<file path="config.mk">
export PLATFORM = sky130hd
export DESIGN_NAME = paddle_controller_flat
export DESIGN_NICKNAME = d
export VERILOG_FILES = /design/src/rtl/paddle_controller_if.sv /design/src/rtl/paddle_controller.sv /design/src/flat_wrapper.sv
export SDC_FILE = /design/constraint.sdc
export NUM_CORES = 1
export LEC_CHECK = 0
export ABC_AREA = 1
export BUFFER_PORTS_ARGS = -buffer_cell sky130_fd_sc_hd__buf_2
export CAP_MARGIN = 0
export CORE_UTILIZATION = 48
export DETAILED_ROUTE_END_ITERATION = 16
export GPL_TIMING_DRIVEN = 0
export PLACE_DENSITY = 0.76
export SKIP_CTS_REPAIR_TIMING = 1
export SYNTH_ARGS = -nofsm -noshare
export SYNTH_HDL_FRONTEND = slang
export SYNTH_SLANG_ARGS = --single-unit
</file>
<file path="constraint.sdc">
create_clock -name clock_in -period 3.3 [get_ports clock_in]
set_input_delay 0.33 -clock clock_in [delete_from_list [all_inputs] [get_ports clock_in]]
set_output_delay 0.33 -clock clock_in [all_outputs]
set_load 0.1 [all_outputs]
</file>
<file path="src/rtl/paddle_controller_if.sv">
// paddle_controller_if
//   Groups the paddle controller's inputs (frame tick, debounced button
//   pulses and levels) and its registered outputs (position, moving flag,
//   limit flag) into one bundle.
//   slave  : the paddle controller itself (consumes buttons, drives outputs).
//   master : the upstream/downstream environment (drives buttons, reads outputs).
interface paddle_controller_if #(
    parameter int unsigned WIDTH = 10
);
    logic             frame_tick_in;
    logic             up_press_in;
    logic             up_level_in;
    logic             down_press_in;
    logic             down_level_in;
    logic [WIDTH-1:0] paddle_y_out;
    logic             moving_out;
    logic             at_limit_out;

    modport slave (
        input  frame_tick_in,
        input  up_press_in,
        input  up_level_in,
        input  down_press_in,
        input  down_level_in,
        output paddle_y_out,
        output moving_out,
        output at_limit_out
    );

    modport master (
        output frame_tick_in,
        output up_press_in,
        output up_level_in,
        output down_press_in,
        output down_level_in,
        input  paddle_y_out,
        input  moving_out,
        input  at_limit_out
    );
endinterface

</file>
<file path="src/rtl/paddle_controller.sv">
// paddle_controller
//   Turns debounced up/down button pulses and levels into a saturating
//   paddle vertical position. A press steps immediately; holding the button
//   auto-repeats on frame ticks after a hold delay.
//   clock_in : system clock
//   reset_in : synchronous, active-high reset
//   bus      : paddle_controller_if.slave
//              in : frame_tick_in, up_press_in, up_level_in,
//                   down_press_in, down_level_in
//              out: paddle_y_out, moving_out, at_limit_out (all registered)
module paddle_controller #(
    parameter int unsigned WIDTH         = 10,
    parameter int unsigned Y_MIN         = 0,
    parameter int unsigned Y_MAX         = 400,
    parameter int unsigned Y_INIT        = 200,
    parameter int unsigned STEP          = 4,
    parameter int unsigned HOLD_DELAY    = 30,
    parameter int unsigned REPEAT_PERIOD = 2
) (
    input  logic                clock_in,
    input  logic                reset_in,
    paddle_controller_if.slave  bus
);
    localparam int unsigned CNT_MAX = (HOLD_DELAY > REPEAT_PERIOD) ? HOLD_DELAY : REPEAT_PERIOD;
    localparam int unsigned CW      = $clog2(CNT_MAX + 1);

    localparam logic [CW-1:0]    HOLD_CNT   = CW'(HOLD_DELAY);
    localparam logic [CW-1:0]    REP_CNT    = CW'(REPEAT_PERIOD);
    localparam logic [WIDTH:0]   STEP_W     = (WIDTH+1)'(STEP);
    localparam logic [WIDTH:0]   YMIN_W     = (WIDTH+1)'(Y_MIN);
    localparam logic [WIDTH:0]   YMAX_W     = (WIDTH+1)'(Y_MAX);
    localparam logic [WIDTH-1:0] YMIN_N     = WIDTH'(Y_MIN);
    localparam logic [WIDTH-1:0] YMAX_N     = WIDTH'(Y_MAX);
    localparam logic [WIDTH-1:0] YINIT_N    = WIDTH'(Y_INIT);

    typedef enum logic [1:0] {
        ST_IDLE,
        ST_HOLD,
        ST_REPEAT
    } state_t;

    typedef enum logic {
        DIR_UP,
        DIR_DOWN
    } dir_t;

    state_t           r_state;
    dir_t             r_dir;
    logic [CW-1:0]    r_cnt;
    logic [WIDTH-1:0] r_y;
    logic             r_moving;
    logic             r_at_limit;

    logic [WIDTH-1:0] w_y_up;
    logic [WIDTH-1:0] w_y_down;
    logic [WIDTH-1:0] w_y_same;
    logic [WIDTH-1:0] w_y_opp;
    logic [WIDTH-1:0] w_y_press;
    logic             w_active_level;
    logic             w_opp_press;
    logic             w_one_press;
    dir_t             w_press_dir;
    dir_t             w_opp_dir;
    logic [CW-1:0]    w_cnt_inc;

    // Step arithmetic is done one bit wider than the position so that
    // neither the subtraction nor the addition can wrap before clamping.
    function automatic logic [WIDTH-1:0] f_step_up(input logic [WIDTH-1:0] y);
        logic [WIDTH:0] y_w;
        logic [WIDTH:0] diff;
        y_w  = {1'b0, y};
        diff = y_w - STEP_W;
        if (y_w < (YMIN_W + STEP_W)) begin
            return YMIN_N;
        end
        return diff[WIDTH-1:0];
    endfunction

    function automatic logic [WIDTH-1:0] f_step_down(input logic [WIDTH-1:0] y);
        logic [WIDTH:0] sum;
        sum = {1'b0, y} + STEP_W;
        if (sum > YMAX_W) begin
            return YMAX_N;
        end
        return sum[WIDTH-1:0];
    endfunction

    function automatic logic f_at_limit(input logic [WIDTH-1:0] y);
        return (y == YMIN_N) || (y == YMAX_N);
    endfunction

    always_comb begin
        w_y_up         = f_step_up(r_y);
        w_y_down       = f_step_down(r_y);
        w_y_same       = (r_dir == DIR_UP) ? w_y_up : w_y_down;
        w_y_opp        = (r_dir == DIR_UP) ? w_y_down : w_y_up;
        w_press_dir    = bus.up_press_in ? DIR_UP : DIR_DOWN;
        w_y_press      = bus.up_press_in ? w_y_up : w_y_down;
        w_one_press    = bus.up_press_in ^ bus.down_press_in;
        w_active_level = (r_dir == DIR_UP) ? bus.up_level_in : bus.down_level_in;
        w_opp_press    = (r_dir == DIR_UP) ? bus.down_press_in : bus.up_press_in;
        w_opp_dir      = (r_dir == DIR_UP) ? DIR_DOWN : DIR_UP;
        w_cnt_inc      = r_cnt + CW'(1);
    end

    always_ff @(posedge clock_in) begin
        if (reset_in) begin
            r_state    <= ST_IDLE;
            r_dir      <= DIR_UP;
            r_cnt      <= '0;
            r_y        <= YINIT_N;
            r_moving   <= 1'b0;
            r_at_limit <= f_at_limit(YINIT_N);
        end else begin
            unique case (r_state)
                ST_IDLE: begin
                    // Simultaneous presses cancel each other.
                    if (w_one_press) begin
                        r_dir      <= w_press_dir;
                        r_cnt      <= '0;
                        r_y        <= w_y_press;
                        r_at_limit <= f_at_limit(w_y_press);
                        r_state    <= ST_HOLD;
                        r_moving   <= 1'b1;
                    end
                end
                ST_HOLD, ST_REPEAT: begin
                    if (!w_active_level) begin
                        r_state  <= ST_IDLE;
                        r_moving <= 1'b0;
                    end else if (w_opp_press) begin
                        // Last pressed wins; a tick in this cycle is dropped.
                        r_dir      <= w_opp_dir;
                        r_cnt      <= '0;
                        r_y        <= w_y_opp;
                        r_at_limit <= f_at_limit(w_y_opp);
                        r_state    <= ST_HOLD;
                    end else if (bus.frame_tick_in) begin
                        if (w_cnt_inc == ((r_state == ST_HOLD) ? HOLD_CNT : REP_CNT)) begin
                            r_cnt      <= '0;
                            r_y        <= w_y_same;
                            r_at_limit <= f_at_limit(w_y_same);
                            r_state    <= ST_REPEAT;
                        end else begin
                            r_cnt <= w_cnt_inc;
                        end
                    end
                end
                default: begin
                    r_state  <= ST_IDLE;
                    r_moving <= 1'b0;
                end
            endcase
        end
    end

    assign bus.paddle_y_out = r_y;
    assign bus.moving_out   = r_moving;
    assign bus.at_limit_out = r_at_limit;
endmodule

</file>
<file path="src/flat_wrapper.sv">
// flat-port wrapper written by rule: the top's interface ports become plain ports
module paddle_controller_flat 
#(
    parameter int unsigned WIDTH         = 10,
    parameter int unsigned Y_MIN         = 0,
    parameter int unsigned Y_MAX         = 400,
    parameter int unsigned Y_INIT        = 200,
    parameter int unsigned STEP          = 4,
    parameter int unsigned HOLD_DELAY    = 30,
    parameter int unsigned REPEAT_PERIOD = 2
)
  (clock_in, reset_in, bus_frame_tick_in, bus_up_press_in, bus_up_level_in, bus_down_press_in, bus_down_level_in, bus_paddle_y_out, bus_moving_out, bus_at_limit_out);
  paddle_controller_if #(.WIDTH(WIDTH)) bus_i ();
  input  logic clock_in;
  input  logic reset_in;
  input wire logic [$bits(bus_i.frame_tick_in)-1:0] bus_frame_tick_in;
  input wire logic [$bits(bus_i.up_press_in)-1:0] bus_up_press_in;
  input wire logic [$bits(bus_i.up_level_in)-1:0] bus_up_level_in;
  input wire logic [$bits(bus_i.down_press_in)-1:0] bus_down_press_in;
  input wire logic [$bits(bus_i.down_level_in)-1:0] bus_down_level_in;
  output wire logic [$bits(bus_i.paddle_y_out)-1:0] bus_paddle_y_out;
  output wire logic [$bits(bus_i.moving_out)-1:0] bus_moving_out;
  output wire logic [$bits(bus_i.at_limit_out)-1:0] bus_at_limit_out;
  assign bus_i.frame_tick_in = bus_frame_tick_in;
  assign bus_i.up_press_in = bus_up_press_in;
  assign bus_i.up_level_in = bus_up_level_in;
  assign bus_i.down_press_in = bus_down_press_in;
  assign bus_i.down_level_in = bus_down_level_in;
  assign bus_paddle_y_out = bus_i.paddle_y_out;
  assign bus_moving_out = bus_i.moving_out;
  assign bus_at_limit_out = bus_i.at_limit_out;
  paddle_controller #(.WIDTH(WIDTH), .Y_MIN(Y_MIN), .Y_MAX(Y_MAX), .Y_INIT(Y_INIT), .STEP(STEP), .HOLD_DELAY(HOLD_DELAY), .REPEAT_PERIOD(REPEAT_PERIOD)) u_core (.clock_in(clock_in), .reset_in(reset_in), .bus(bus_i));
endmodule
</file>
Word level (Yosys, flattened, before mapping)

Index checks and enable logic that the tools add are counted.

Add/sub/neg operators: 3
Magnitude comparators: 2
Equal/unequal tests: 14
Mux-type cells: 45
Bitwise logic cells: 1
Reductions and logical operators: 14

Operators with widths:

| kind                    | count |
|---|---|
| $mux W10                | 12 |
| $eq A10 B9 Y1 const B   | 3 |
| $logic_not A10 Y1       | 3 |
| $mux W5                 | 6 |
| $pmux W10 S2            | 1 |
| $mux W1                 | 16 |
| $add A10 B3 Y11 const B | 1 |
| $gt A11 B9 Y1 const B   | 1 |
| $lt A10 B3 Y1 const B   | 1 |
| $mux W2                 | 5 |
| $pmux W5 S2             | 1 |
| $sub A10 B3 Y10 const B | 1 |
| $ne A4 B4 Y1 const B    | 2 |
| $reduce_and A4 Y1       | 2 |
| $ne A2 B1 Y1 const B    | 3 |
| $pmux W1 S2             | 3 |
| $add A5 B1 Y5 const B   | 1 |
| $eq A5 B5 Y1            | 1 |
| $reduce_and A5 Y1       | 1 |
| $pmux W2 S2             | 1 |
| $logic_or A1 B1 Y1      | 3 |
| $ne A3 B1 Y1 const B    | 1 |
| $ne A3 B2 Y1 const B    | 1 |
| $reduce_and A3 Y1       | 1 |
| other kinds (8)         | 8 |

Flip-flop bits (word level): 20
Bits of input ports: 7
Output and inout bits: 12

Longest topological paths before layout

Gate-level depths: netlist of run 1.

Word-level depth: 12
Mapped depth: 18
Gate-level depth less buffers: 17

Least setup slack after synthesis of run 1

Ideal clock, no wire load.

Path kind: register to register
Start: register u_core.r_y[3] (netlist: u_core.bus.paddle_y_out[3])
End: register u_core.r_at_limit (netlist: u_core.bus.at_limit_out)
Arrival: 2.596 ns
Path slack: 0.633 ns
Cell stages (with the launch flop): 14
Path buffers: 0
Cell sequence: dfxtp_1 -> inv_1 -> ha_1 -> nand4_2 -> nor2_2 -> nand2_2 -> inv_1 -> a21oi_1 -> inv_1 -> o21ai_0 -> nand3_1 -> nand2_1 -> a21oi_1 -> a21oi_1

Longest elaborated chain between the ends: 12

RTL lines:

| item                                                      | RTL line                 | text |
|---|---|---|
| from (decl)                                               | paddle_controller.sv:50  | `logic [WIDTH-1:0] r_y;` |
| from (signal assigned)                                    | paddle_controller.sv:121 | `r_y <= w_y_press;` |
| from (signal assigned)                                    | paddle_controller.sv:135 | `r_y <= w_y_opp;` |
| from (signal assigned)                                    | paddle_controller.sv:141 | `r_y <= w_y_same;` |
| $add A10 B3 Y11                                           | paddle_controller.sv:81  | `sum = {1'b0, y} + STEP_W;` |
| $gt A11 B9 Y1                                             | paddle_controller.sv:82  | `if (sum > YMAX_W) begin` |
| $mux W1                                                   | paddle_controller.sv:82  |  |
| $mux W10                                                  | paddle_controller.sv:85  | `return sum[WIDTH-1:0];` |
| $mux W10                                                  | paddle_controller.sv:95  | `w_y_same = (r_dir == DIR_UP) ? w_y_up : w_y_down;` |
| $eq A10 B9 Y1 / $logic_not A10 Y1 (equally long branches) | paddle_controller.sv:89  | `return (y == YMIN_N) \|\| (y == YMAX_N);` |
| $logic_or A1 B1 Y1                                        | paddle_controller.sv:89  |  |
| $mux W1                                                   | paddle_controller.sv:139 | `if (w_cnt_inc == ((r_state == ST_HOLD) ? HOLD_CNT : REP_CNT)) begin` |
| $mux W1                                                   | paddle_controller.sv:138 | `end else if (bus.frame_tick_in) begin` |
| $mux W1                                                   | paddle_controller.sv:131 | `end else if (w_opp_press) begin` |
| $mux W1                                                   | paddle_controller.sv:128 | `if (!w_active_level) begin` |
| $pmux W1 S2 (*)                                           | paddle_controller.sv:115 | `unique case (r_state)` |
| to (signal assigned)                                      | paddle_controller.sv:113 | `r_at_limit <= f_at_limit(YINIT_N);` |
| to (signal assigned)                                      | paddle_controller.sv:136 | `r_at_limit <= f_at_limit(w_y_opp);` |
| to (signal assigned)                                      | paddle_controller.sv:142 | `r_at_limit <= f_at_limit(w_y_same);` |
| to (decl)                                                 | paddle_controller.sv:52  | `logic r_at_limit;` |

Mark *: on every way between the ends. The rest lies on a longest branch, timed or not. The select of a mux whose other input is x is not followed.
A chain may end at the register's enable or synchronous reset.

Worst setup path after layout of run 1

Start: register u_core.r_y[2] (netlist: u_core.bus.paddle_y_out[2])
End: register u_core.r_at_limit (netlist: u_core.bus.at_limit_out)

The elaborated chain is that of the path after synthesis.

==> flow_metrics.env, run 1 <==
export IMPL_status="finished, final reports clean"
export IMPL_critPathRequiredTime_ps=3460
export IMPL_setup_viol=0
export IMPL_path_common_cell="a21oi_1"
export IMPL_reg2reg_depth=14
export IMPL_reg2reg_slack_ps=970
export IMPL_end_kind="register"
export IMPL_port_buffers=17
export IMPL_ant_nets=0
export IMPL_synth_fp_nets=388
export IMPL_synth_warnings=0
export IMPL_slowest_delay_ps=440
export IMPL_synth_compound_area_share_pct=15.6
export IMPL_cp_max_fo=8
export IMPL_routedWlPerCell_um=14.1
export IMPL_max_freq_mhz=430
export IMPL_yosysSeqAreaShare_pct=17.6
export IMPL_cp_arrival_ps=2490
export IMPL_crit_chain="inv_2, ha_1, nand4_2, nor2_2, nand2_2, inv_1, a21oi_1, inv_1, nand2_1, o21ai_0, nand3b_1, nand2_1, a21oi_1, a21oi_1"
export IMPL_grt_max_degree=13
export IMPL_endpoint="u_core.bus.at_limit_out"
export IMPL_cts_sinks=20
export IMPL_antenna_cells=0
export IMPL_slew_headroom_pct=65.2
export IMPL_synthFlopType="dfxtp_1"
export IMPL_core_area_um2=4440
export IMPL_clkSlewWorstSetupHoldPaths_ps=80
export IMPL_peakVddDrop_uv=510
export IMPL_synth_top_family_by_area="simple AND/OR/NAND/NOR gates"
export IMPL_syn_to_final_growth_pct=9.75
export IMPL_maxCapViolations=0
export IMPL_grt_pass1_vias=2316
export IMPL_rows=24
export IMPL_worstSetupPathType="reg2reg"
export IMPL_die_area_um2=5010
export IMPL_drt_iter0_drc=207
export IMPL_clockBufferDepth=2
export IMPL_synth_xor_xnor_area_share_pct=1.93
export IMPL_viasPerCell=5.63
export IMPL_drv_slew=0
export IMPL_p_leak_nw=1.20
export IMPL_crit_start="u_core.bus.paddle_y_out[2]"
export IMPL_avgSynthCellArea_um2=6.09
export IMPL_cts_buffers=3
export IMPL_syn_area_um2=2270
export IMPL_netlist_cell_type_count=42
export IMPL_ys_ff_latch=20
export IMPL_initial_utilization_pct=51.1
export IMPL_power_density_nw_per_um2=1180
export IMPL_tightest_slew_ps=514
export IMPL_hold_path_class="in2reg"
export IMPL_cts_htree_levels=1
export IMPL_synth_edff_count=0
export IMPL_die_h_um=70.8
export IMPL_drc=0
export IMPL_layout_nets=410
export IMPL_r2r_start="u_core.bus.paddle_y_out[2]"
export IMPL_setup_tns_ps=0
export IMPL_pin_count=19
export IMPL_final_hold_violation_count=0
export IMPL_muxShareOfSynthArea_pct=0
export IMPL_wl_mm=6.31
export IMPL_insertion_delay_ps=260
export IMPL_antenna_found_initial=0
export IMPL_routabilityCongestion=0.884
export IMPL_hpwl_mm=4.95
export IMPL_fin_skew_ps=2.07
export IMPL_syn_inst=373
export IMPL_tritoncts="done"
export IMPL_die_w_um=70.8
export IMPL_cts_root_buffer="clkbuf_8"
export IMPL_timing_final_crit_period_ps=2330
export IMPL_rsz0062_at_grt="no"
export IMPL_critPathSlowestCell="dfxtp_1"
export IMPL_synthAdderAreaFrac_pct=4.41
export IMPL_synth_simple_area_share_pct=50.7
export IMPL_drive_above_1_share_pct=20.3
export IMPL_grt_util_all_layers_pct=26.3
export IMPL_r2r_end="u_core.bus.at_limit_out"
export IMPL_synthArstFlopShare_pct=0
export IMPL_grt_pass1_wl_mm=10.6
export IMPL_period_share_pct=70.5
export IMPL_gr_total_overflow=0
export IMPL_critPathLaunchType="register"
export IMPL_firstDrtPassIters=7
export IMPL_fin_area_um2=2490
export IMPL_vias=2512
export IMPL_dpl_instance_area_um2=2420
## cells by family after synthesis
group                      Yosys count
adders and majority gates            8
DFF                                 20
and+or+nand+nor                    229
xor gates and xnor gates             5
AOI/OAI and AO/OA                   59
buffers and inverters               52
## worst max-delay path, delay by kind of cell (launching register included)
family | cells | cell delay [ps]
compound gates | 4 | 570
fa+ha+maj | 1 | 270
buf+inv | 3 | 330
flops | 1 | 440
simple gates | 6 | 610
## flip-flops by register name, summed over array words and instances (netlist names)
signal                   flops
u_core.bus.at_limit_out      1
u_core.bus.moving_out        1
u_core.bus.paddle_y_out     10
u_core.r_cnt                 5
u_core.r_dir                 1
u_core.r_state               2
## how the worst min path moves through the flow
| stage | depth (start not counted) | from | endpoint |
|---|---|---|---|
| floorplan | 1 | reset_in | u_core.r_state[1] |
| global placement | 2 | u_core.r_state[1] | u_core.r_state[1] |
| detailed placement | 2 | u_core.r_state[1] | u_core.r_state[1] |
| CTS | 2 | reset_in | u_core.r_state[1] |
| global route | 2 | reset_in | u_core.r_state[0] |
| finish | 2 | reset_in | u_core.r_state[1] |
## cell usage in the layout (no fill, tap or decap), types with 2 or more instances in the layout
master,instances
a211oi_2,3
a21oi_1,20
a22oi_1,2
a31oi_1,2
buf_2,22
buf_4,2
clkbuf_1,4
clkbuf_8,3
dfxtp_1,20
ha_1,8
inv_1,31
inv_2,6
inv_4,2
nand2_1,116
nand2_2,7
nand2_4,4
nand3_1,28
nand4_1,6
nand4_2,9
nor2_1,34
nor2_2,9
nor2_4,4
nor3_1,5
o21ai_0,13
o21ai_1,9
o21ai_2,2
o22ai_1,3
xnor2_1,3
xor2_1,2
## layout make-up
cell class | instances | area (um^2)
Fill cell | 450 | 1950
Clock buffer | 3 | 41.3
Sequential cell | 20 | 400
Clock inverter | 1 | 30.0
Multi-Input combinational cell | 301 | 1650
Inverter | 40 | 155
Buffer | 12 | 66.3
Tap cell | 52 | 65.1
Timing Repair Buffer | 17 | 85.1
## synthesized netlist by cell type (2+ instances only)
cell,instances,share of area (%)
nand4_1,6,1.7
xnor2_1,3,1.2
xor2_1,2,0.77
o21ai_2,2,0.77
nand2_4,4,2.0
nand4_2,9,5.0
a21oi_1,20,4.4
buf_4,2,0.66
nand3_1,28,6.2
o22ai_1,3,0.83
nand2_1,116,19
inv_4,2,0.55
inv_1,31,5.1
nand2_2,7,1.9
clkbuf_1,4,0.66
o21ai_1,9,2.0
a211oi_2,3,1.7
o21ai_0,13,2.9
nor2_2,9,2.5
dfxtp_1,20,18
nor2_1,34,5.6
a31oi_1,2,0.55
buf_2,5,1.1
nor2_4,4,2.0
nor3_1,5,1.1
a22oi_1,2,0.66
inv_2,6,0.99
ha_1,8,4.4
## per-stage QoR
step	std cells	util, %	hold slack [ps]	power [W]	setup WS [ps]
2_1_floorplan	373	-	399	0.00223	633
3_3_place_gp	442	54.5	476	0.00260	1090
3_5_place_dp	442	54.5	485	0.00265	1050
4_1_cts	446	56.1	375	0.00291	1030
5_1_grt	446	56.1	403	0.00315	737
6_report	446	56.1	398	0.00293	973
## where the power goes
part,switching [W],total (W),internal [W]
Sequential,0.000101,0.000439,0.000337
Clock,0.0000913,0.000253,0.000162
Combinational,0.00162,0.00224,0.000622
Total,0.00181,0.00293,0.00112
## layer usage
layer  part of all wire [%]  track usage (%)  vias up
met5                      0                0        -
met4                   0.90             7.33        0
met3                    6.5             2.56        8
met2                     47             44.2       92
met1                     46             35.8     1142
li1                       -                -     1270
No activity file was read; power rests on OpenSTA's default activity.
==> inputs of run 2 (changes only) <==
Settings changed: PLACE_DENSITY 0.76 to 0.79.
Clock period 3.3 ns to 2 ns, I/O delays scaled along.
==> run 2 against run 1 <==
Compared with the run above:
- the run now ends with negative setup slack left
- largest cell class unchanged
- non-clock buffer count is 16 higher
- maximum frequency is 13% higher
- clock skew hardly changed
- hold slack worse by 110 ps
- wire length is 14% higher
- clock-buffer cell count is 1 higher
- critical endpoint unchanged
==> flow_metrics.env, run 2 (same netlist as run 1, synthesis figures left out) <==
export IMPL_critPathRequiredTime_ps=2150
export IMPL_clockBufferDepth=2
export IMPL_viasPerCell=5.79
export IMPL_rsz0062_at_grt="yes"
export IMPL_drive_above_1_share_pct=36.0
export IMPL_setup_viol=1
export IMPL_rows=24
export IMPL_critPathLaunchType="register"
export IMPL_regArea_um2=442
export IMPL_ant_nets=0
export IMPL_hold_path_class="in2reg"
export IMPL_final_hold_violation_count=0
export IMPL_layout_common_cells="nand2_1 (108), nor2_1 (31), inv_1 (26), nand3_1 (24), buf_2 (21)"
export IMPL_cts_htree_levels=1
export IMPL_maxCapViolations=0
export IMPL_violations="negative setup slack"
export IMPL_cp_top_family="simple AND/OR/NAND/NOR gates"
export IMPL_cts_sinks=20
export IMPL_wl_mm=7.20
export IMPL_drt_iter0_drc=248
export IMPL_grt_util_all_layers_pct=25.9
export IMPL_grt_max_degree=12
export IMPL_largest_reg_flops=10
export IMPL_insertion_delay_ps=260
export IMPL_die_h_um=70.8
export IMPL_p_leak_nw=1.31
export IMPL_slew_headroom_pct=66.0
export IMPL_period_share_pct=103
export IMPL_dpl_instance_area_um2=2480
export IMPL_pin_count=19
export IMPL_syn_to_final_growth_pct=30.0
export IMPL_worstSetupPathType="reg2reg"
export IMPL_drc=0
export IMPL_die_area_um2=5010
export IMPL_final_common_cell="nand2_1"
export IMPL_antenna_cells=0
export IMPL_grt_pass1_vias=2293
export IMPL_crit_chain="ha_4, nand2_8, nor2_4, nand2_2, nand2_2, nor2_4, nand2_4, nand4_4, nand2_1, o21ai_0, nand3_1, nand2_1, a21oi_2, a21oi_2"
export IMPL_finalWorstSetupSlack_ps=-62.9
export IMPL_fin_hold_ws_ps=289
export IMPL_antenna_found_initial=0
export IMPL_initial_utilization_pct=51.1
export IMPL_port_buffers=17
export IMPL_status="finished, violations left"
export IMPL_layout_nets=427
export IMPL_cp_arrival_ps=2210
export IMPL_grt_pass1_wl_mm=10.4
export IMPL_cp_max_fo=7
export IMPL_cts_buffers=3
export IMPL_power_w=0.00542
export IMPL_setup_tns_ps=-62.9
export IMPL_hpwl_mm=4.96
export IMPL_peakVddDrop_uv=1130
export IMPL_slowest_delay_ps=400
export IMPL_fin_skew_ps=2.06
export IMPL_fin_area_um2=2950
export IMPL_drv_slew=0
export IMPL_power_density_nw_per_um2=1830
export IMPL_tightest_slew_ps=509
export IMPL_gr_total_overflow=0
export IMPL_routedWlPerCell_um=15.5
export IMPL_core_area_um2=4440
export IMPL_clkSlewWorstSetupHoldPaths_ps=80
export IMPL_fill_cells=399
export IMPL_vias=2682
export IMPL_die_w_um=70.8
export IMPL_critPathSlowestCell="dfxtp_4"
export IMPL_end_kind="register"
export IMPL_reg2reg_slack_ps=-60
export IMPL_firstDrtPassIters=6
export IMPL_path_buf_inv=0
export IMPL_routabilityCongestion=0.910
export IMPL_max_freq_mhz=485
export IMPL_multi_input_area_um2=1950
export IMPL_timing_final_crit_period_ps=2060
export IMPL_tritoncts="done"
export IMPL_cts_root_buffer="clkbuf_8"
==> run 2: final cells by class <==
class                      instances  share of cell area [%]
timing repair buffer              36                    8.17
tap                               52                    2.20
buffer                             9                    1.57
inverter                          40                    5.59
sequential                        20                    15.0
clock buffer                       4                    1.52
multi-input combinational        302                    66.0
==> run 2: report_power, final <==
| part | internal (W) | total (W) | switching [W] |
|---|---|---|---|
| clock network | 0.000142 | 0.000285 | 0.000143 |
| registers | 0.000614 | 0.000887 | 0.000273 |
| logic | 0.00135 | 0.00424 | 0.00289 |
| total | 0.00211 | 0.00542 | 0.00331 |
==> run 2: metrics by stage <==
stage,std cells,setup WS (ps),util [%]
CTS,446,-193,56.9
global route,463,-205,66.5
finish,463,-62.9,66.5
global placement,442,-182,55.9
floorplan,373,2.20,-
detailed placement,442,-184,55.9
==> run 2: path summary, 6_finish.rpt <==
kind,from,to,depth (start not counted)
hold / removal,reset_in,u_core.r_state[1],2
hold reg to reg,u_core.r_state[1],u_core.r_state[1],2
setup reg to reg,u_core.bus.paddle_y_out[2],u_core.bus.at_limit_out,14
setup / recovery,u_core.bus.paddle_y_out[2],u_core.bus.at_limit_out,14
==> run 2: routing by layer <==
| layer | up-vias | GRT usage (%) | part of all wire (%) |
|---|---|---|---|
| met5 | - | 0 | 0 |
| met3 | 21 | 3.13 | 8.1 |
| li1 | 1305 | - | - |
| met2 | 137 | 42.8 | 47 |
| met4 | 0 | 6.44 | 2.9 |
| met1 | 1219 | 36.0 | 42 |
